<file path="config.mk">
export PLATFORM = sky130hd
export DESIGN_NAME = pc_source_unit
export DESIGN_NICKNAME = d
export VERILOG_FILES = /design/src/rtl/pc_source_unit.sv
export SDC_FILE = /design/constraint.sdc
export NUM_CORES = 1
export LEC_CHECK = 0
export CORE_UTILIZATION = 40
export DETAILED_ROUTE_END_ITERATION = 6
export GPL_TIMING_DRIVEN = 0
export PLACE_DENSITY_LB_ADDON = 0.1
export SKIP_LAST_GASP = 1
export SLEW_MARGIN = 10
export SYNTH_ARGS = -nofsm -noshare
export SYNTH_HDL_FRONTEND = slang
export SYNTH_SLANG_ARGS = --single-unit
</file>
<file path="constraint.sdc">
create_clock -name clk -period 2.7 [get_ports clk]
set_input_delay 0.27 -clock clk [delete_from_list [all_inputs] [get_ports clk]]
set_output_delay 0.27 -clock clk [all_outputs]
set_load 0.01 [all_outputs]
</file>
<file path="src/rtl/pc_source_unit.sv">
`timescale 1ns/1ps
// PC source mux and PC/EPC registers with misaligned-target trap; loads visible one cycle after load_req.
// pc_next/sel_err are zero-latency combinational; no back-pressure, control holds each load for one cycle.
module pc_source_unit #(
    parameter int                DATA_W     = 32,
    parameter int                NUM_SRC    = 4,
    parameter logic [DATA_W-1:0] RESET_PC   = '0,
    parameter int                ALIGN_BITS = 2,
    localparam int               SEL_W      = $clog2(NUM_SRC)
) (
    input  logic                      clk,
    input  logic                      reset_n,
    input  logic [SEL_W-1:0]          src_sel,
    input  logic [NUM_SRC*DATA_W-1:0] src_bus,
    input  logic                      pc_write,
    input  logic                      pc_write_cond,
    input  logic                      cond_true,
    input  logic                      epc_capture,
    output logic [DATA_W-1:0]         pc_next,
    output logic [DATA_W-1:0]         pc_out,
    output logic [DATA_W-1:0]         epc_out,
    output logic                      sel_err,
    output logic                      misalign_fault,
    output logic                      fault_active,
    output logic [7:0]                fault_count
);

    localparam logic [0:0]       ST_RUN    = 1'b0;
    localparam logic [0:0]       ST_FAULT  = 1'b1;
    localparam logic [SEL_W:0]   SRC_LIMIT = (SEL_W+1)'(NUM_SRC);

    logic [DATA_W-1:0] slot [NUM_SRC];
    logic [0:0]        state;
    logic              load_req;
    logic              misaligned;
    logic              vector_load;

    for (genvar g = 0; g < NUM_SRC; g++) begin : g_slot
        assign slot[g] = src_bus[g*DATA_W +: DATA_W];
    end

    // Out-of-range selects fall back to the exception vector in slot 0.
    always_comb begin
        pc_next = slot[0];
        for (int i = 1; i < NUM_SRC; i++) begin
            if (src_sel == SEL_W'(i)) begin
                pc_next = slot[i];
            end
        end
    end

    assign sel_err  = ({1'b0, src_sel} >= SRC_LIMIT);
    assign load_req = pc_write | (pc_write_cond & cond_true);

    if (ALIGN_BITS > 0) begin : g_align
        assign misaligned = |pc_next[ALIGN_BITS-1:0];
    end else begin : g_noalign
        assign misaligned = 1'b0;
    end

    // With src_sel == 0, pc_next is slot 0, so misaligned also covers the vector itself.
    assign vector_load  = load_req & (src_sel == '0) & ~misaligned;
    assign fault_active = (state == ST_FAULT);

    always_ff @(posedge clk or negedge reset_n) begin
        if (!reset_n) begin
            state          <= ST_RUN;
            pc_out         <= RESET_PC;
            epc_out        <= '0;
            misalign_fault <= 1'b0;
            fault_count    <= 8'd0;
        end else begin
            misalign_fault <= 1'b0;
            if (epc_capture) begin
                epc_out <= pc_out;
            end
            case (state)
                ST_RUN: begin
                    if (load_req) begin
                        if (!misaligned) begin
                            pc_out <= pc_next;
                        end else begin
                            epc_out        <= pc_out;
                            misalign_fault <= 1'b1;
                            state          <= ST_FAULT;
                            if (fault_count != 8'hFF) begin
                                fault_count <= fault_count + 8'd1;
                            end
                        end
                    end
                end
                ST_FAULT: begin
                    if (vector_load) begin
                        pc_out <= slot[0];
                        state  <= ST_RUN;
                    end
                end
                default: begin
                    state <= ST_RUN;
                end
            endcase
        end
    end

endmodule

</file>
---- After elaboration in Yosys (flattened, before gate mapping) ----
Cells that the tools add are included.
storage, ports and cells
  bits in registers ....................... 74
  input bits .............................. 136
  output and inout bits ................... 107
  word-level logic and storage cells ...... 39
cells by class
  add/sub/neg operators ................... 1
  eq/ne operators ......................... 7
  muxes and demuxes ....................... 16
  bitwise operators ....................... 6
  reduce and logical (&&, ||, !) cells .... 4
operators with widths
  cell                                                  count
  two-way mux 32 bit                                    10
  one-hot mux 32 bit (2 select lines)                   1
  adder 8 x 1 -> 8 bit (second input constant)          1
  != test 8 bit (second input constant)                 1
  equality test 2 bit (second input constant)           2
  two-way mux 1 bit                                     4
  != test 2 bit (second input constant)                 2
  AND reduction 4 bit                                   1
  AND 1 bit                                             3
  AND reduction 3 bit                                   1
  equality test 2 x 1 -> 1 bit (second input constant)  1
  zero test 2 bit                                       1
  != test 2 x 1 -> 1 bit (second input constant)        1
  NOT 1 bit                                             2
  one-hot mux 1 bit (2 select lines)                    1
  OR reduction 2 bit                                    1
  OR 1 bit                                              1

---- Logic depth before layout (Yosys ltp) ----
  depth in word-level cells ............... 9
  mapped depth ............................ 6
  gate-level depth less buffers ........... 5

---- Worst setup path after synthesis ----
OpenSTA, ideal clock, no wires.
  path kind ............................... input port to flip-flop
  start point ............................. input src_sel[1]
  end point ............................... register epc_out[10]
  setup time .............................. 0.125 ns
  data arrival time ....................... 1.956 ns
  required time ........................... 2.575 ns
  path slack .............................. 0.620 ns
  stages on the path ...................... 6
  path buffers ............................ 2
  cells stage by stage .................... buf_2 > mux4_2 > o211a_1 > nor2_4 > buf_4 > mux2_2
between the ends
  longest elaborated chain between the ends .. 8
  elaborated cells between the ends (all ways) .. 10
  those cells by class .................... 3 x eq/ne; 6 x mux; 1 x reduce/logical
ends and longest elaborated chain
  what                              line  text
  start: declaration                13    input logic [SEL_W-1:0] src_sel,
  equality test 2 x 1 -> 1 bit      46    if (src_sel == SEL_W'(i)) begin
  two-way mux 32 bit (2 in series)  46
  two-way mux 32 bit (*)            46
  named net pc_next[0]              19    output logic [DATA_W-1:0] pc_next,
  OR reduction 2 bit (*)            56    assign misaligned = |pc_next[ALIGN_BITS-1:0];
  two-way mux 32 bit (*)            80    if (!misaligned) begin
  two-way mux 32 bit (*)            79    if (load_req) begin
  two-way mux 32 bit (*)            77    case (state)
  end signal: assignment            75    epc_out <= pc_out;
  end signal: assignment            83    epc_out <= pc_out;
  end: declaration                  21    output logic [DATA_W-1:0] epc_out,
The timed path passes the listed nets; every way through them passes the cells marked *.
A chain may end at the register's enable or synchronous reset.

---- Worst setup path in the final report ----
  start point ............................. input src_sel[0]
  end point ............................... output pc_next[8]
between the ends
  longest elaborated chain between the ends .. 4
  elaborated cells between the ends (all ways) .. 6
  those cells by class .................... 3 x eq/ne; 3 x mux
ends and longest elaborated chain
  what                              line
  equality test 2 x 1 -> 1 bit      46
  two-way mux 32 bit (2 in series)  46
  two-way mux 32 bit (*)            46
  end: declaration                  19
Every way passes the cells marked *; elsewhere a longest branch is shown, timed or not.

==> impl_metrics.toml <==
[outcome]
outcome = "complete, no violations"

[worst_setup_path]
arrival_ps = 2100
cp-start-kind = "input port"
critPathKind = "input port to output pin"
timing.rr.start = "fault_count[0]$_DFFE_PN0P_"
worstSetupStartpoint = "src_sel[0]"
worstSetupEndpointType = "output pin"
worst-endpoint-required_ps = 2430
crit_fanout = 10

[yosys]
synth_common_cells = "dfrtp_1, nand2_1, mux4_2"
yosysTopAreaCell = "dfrtp_1"
synth.area.top_cells = "dfrtp_1, mux4_2, mux2_2, nand2_1, a31oi_1"
synth_top_area_share_pct = 48.1
synth_edf_count = 0
avgSynthCellArea_sq_um = 12.0
synth.distinct_cells = 28
synthesis.instances = 321
syn-cell-area_sq_um = 3850
synth_flop_cell = "dfrtp_1"
syn-num-nets = 458
synthArstFlopShare_pct = 100
ys_seq_elements = 74
ys_warn_count = 0
yosys.cell_count.top_type = "dfrtp_1"
yosysSeqAreaShare_pct = 48.1

[routing]
vias = 3698
wire_per_inst_um = 18.0
drc = 0
first_pass_iters = 5
via_per_inst = 5.23
routed_wl_um = 12700
detail-route-antenna-nets = 0
drtIter0Drc = 108

[power]
p_int_w = 0.00346
switching_power_w = 0.00155
leakagePower_nw = 2.68
ir_drop_uv = 430
power_density_nw_per_um2 = 752
clockPowerShare_pct = 19.1
p_seq_share_pct = 36.6
share_comb_of_total_power_pct = 44.3
p_sw_share_pct = 31.0

[clocking]
postCtsSetupBuffers = 0
insertion_delay_ps = 340
htreeDepth = 3
clockRootBuffer = "clkbuf_8"
clkSlewWorstSetupHoldPaths_ps = 80
ctsResizeCount = 0
clockBufferDepth = 2
cts_tree = "yes"
cts_made_buffers = 9
ctsHoldBuffers = 1
cts.sinks = 74

[global_routing]
grt_max_degree = 46
grt_pass1_wl_um = 19500
grt_pass1_vias = 3781
gr-usage-all-layers_pct = 26.0
antenna_found_initial = 0
gr-total-overflow = 0

[placed_design]
dp_hpwl_um = 10100
place.port_buffers = 239
gp_congestion = 0.862
place_ws_ps = 210

[floorplanning]
initial_core_util_pct = 41.5
die_y_um = 100
io-pin-count = 243
core_area_sq_um = 9280
dieWidth_um = 100
dieArea_sq_um = 10000
row_count = 35

[sta]
slew_headroom_pct = 52.3
fmax_mhz = 422
fin_crit_sh_pct = 87.7
timing.final.hold_violations = 0
tightest_slew_ps = 715
fin_crit_ps = 2370
rsz0062_at_grt = "false"
drv_slew = 0
finClkSkew_ps = 10.6
setup_tns_ps = 0
fin_ws_ps = 332
setup_viol = 0

[final_layout]
layout.nets = 710
multi_input_area_sq_um = 1870
fillers = 716
drive_gt1_share_pct = 16.6
syn_to_final_growth_pct = 72.9
diodes = 0
register_area_sq_um = 1850

[worst_hold_path]
hp-class = "input port to asynchronous set/reset pin"

[job]
cap_violations = 0
[final cells by class]
type	instances	area share, %
repair buffers	241	36.4
multi-input cells	222	28.1
flip-flops and latches	74	27.8
well taps	129	2.42
clock buffers	11	2.12
plain buffers	24	1.88
clock inverters	5	1.16
inverters	1	0.0563
[power by group through the flow]
stage          logic [W]  registers (W)  clock network [W]
4_1_cts          0.00224        0.00184           0.000972
2_1_floorplan   0.000645        0.00203                  0
3_3_place_gp     0.00220        0.00183                  0
5_1_grt          0.00237        0.00190            0.00102
6_report         0.00222        0.00183           0.000954
3_5_place_dp     0.00223        0.00186                  0
[cell usage in the layout, fill, tap and decap left out, drive strengths merged]
cell	count
inv	1
buf	16
a21oi	2
nor4b	1
conb	1
o21ai	2
clkbuf	21
dlygate4sd3	1
a21o	1
mux4	32
o211a	1
bufinv	2
nor4	2
nor2b	2
nand4	3
mux2	33
o22ai	1
and3	2
nand2	63
a31oi	31
clkinvlp	1
nand3	1
nor2	32
dfrtp	74
clkdlybuf4s50	238
nor3	5
ha	1
xor2	6
clkinv	2
[cells by family after synthesis]
| group | after synthesis | synth area share (%) |
|---|---|---|
| buffers and inverters | 25 | 3.34 |
| multiplexers | 65 | 28.3 |
| XOR/XNOR | 6 | 1.36 |
| AND/OR/NAND/NOR | 111 | 12.3 |
| flip-flops | 74 | 48.1 |
| adder cells (fa/ha/maj) | 1 | 0.325 |
| other | 1 | 0.0973 |
| AO/OA/AOI/OAI | 38 | 6.17 |
[through the flow]
| stage | total power (W) | instances | utilization [%] | instance area, sq um | hold slack [ps] |
|---|---|---|---|---|---|
| 2_1_floorplan | 0.00267 | 321 | - | 3850 | -25.6 |
| 3_3_place_gp | 0.00403 | 689 | 69.0 | 6410 | 476 |
| 3_5_place_dp | 0.00409 | 690 | 69.3 | 6430 | 230 |
| 4_1_cts | 0.00505 | 707 | 71.8 | 6660 | 390 |
| 5_1_grt | 0.00529 | 707 | 71.8 | 6660 | 415 |
| 6_report | 0.00501 | 707 | 71.8 | 6660 | 394 |
[critical path, cell delays in order]
cell and delay [ps]:
clkbuf_1 280, clkbuf_1 590, mux4_2 440, clkdlybuf4s50_1 510
[worst paths after layout]
path | depth (start not counted) | slack (ps) | end
max in group asynchronous | 3 | 1740 | fault_count[2]$_DFFE_PN0P_
hold / removal | 2 | 390 | epc_out[26]$_DFF_PN0_
hold reg to reg | 1 | 500 | epc_out[4]$_DFF_PN0_
setup / recovery | 4 | 330 | pc_next[8]
setup reg to reg | 5 | 900 | fault_count[1]$_DFFE_PN0P_
min in group clk | 1 | 500 | epc_out[4]$_DFF_PN0_
[per-layer routing]
layer  wire length, um  GRT usage [%]  vias up  share of wire (%)
li1                  -              -     1674                  -
met1              4470           28.9     1804                 35
met2              6660           46.8      202                 52
met3              1340           8.91       18                 11
met4               248           8.25        0                1.9
met5                 0              0        -                  0
[flip-flops by register name (all words and copies together) (netlist names)]
register        count
pc_out             32
epc_out            32
fault_count         8
misalign_fault      1
fault_active        1
Note: power is estimated with default switching activity, not from simulation.
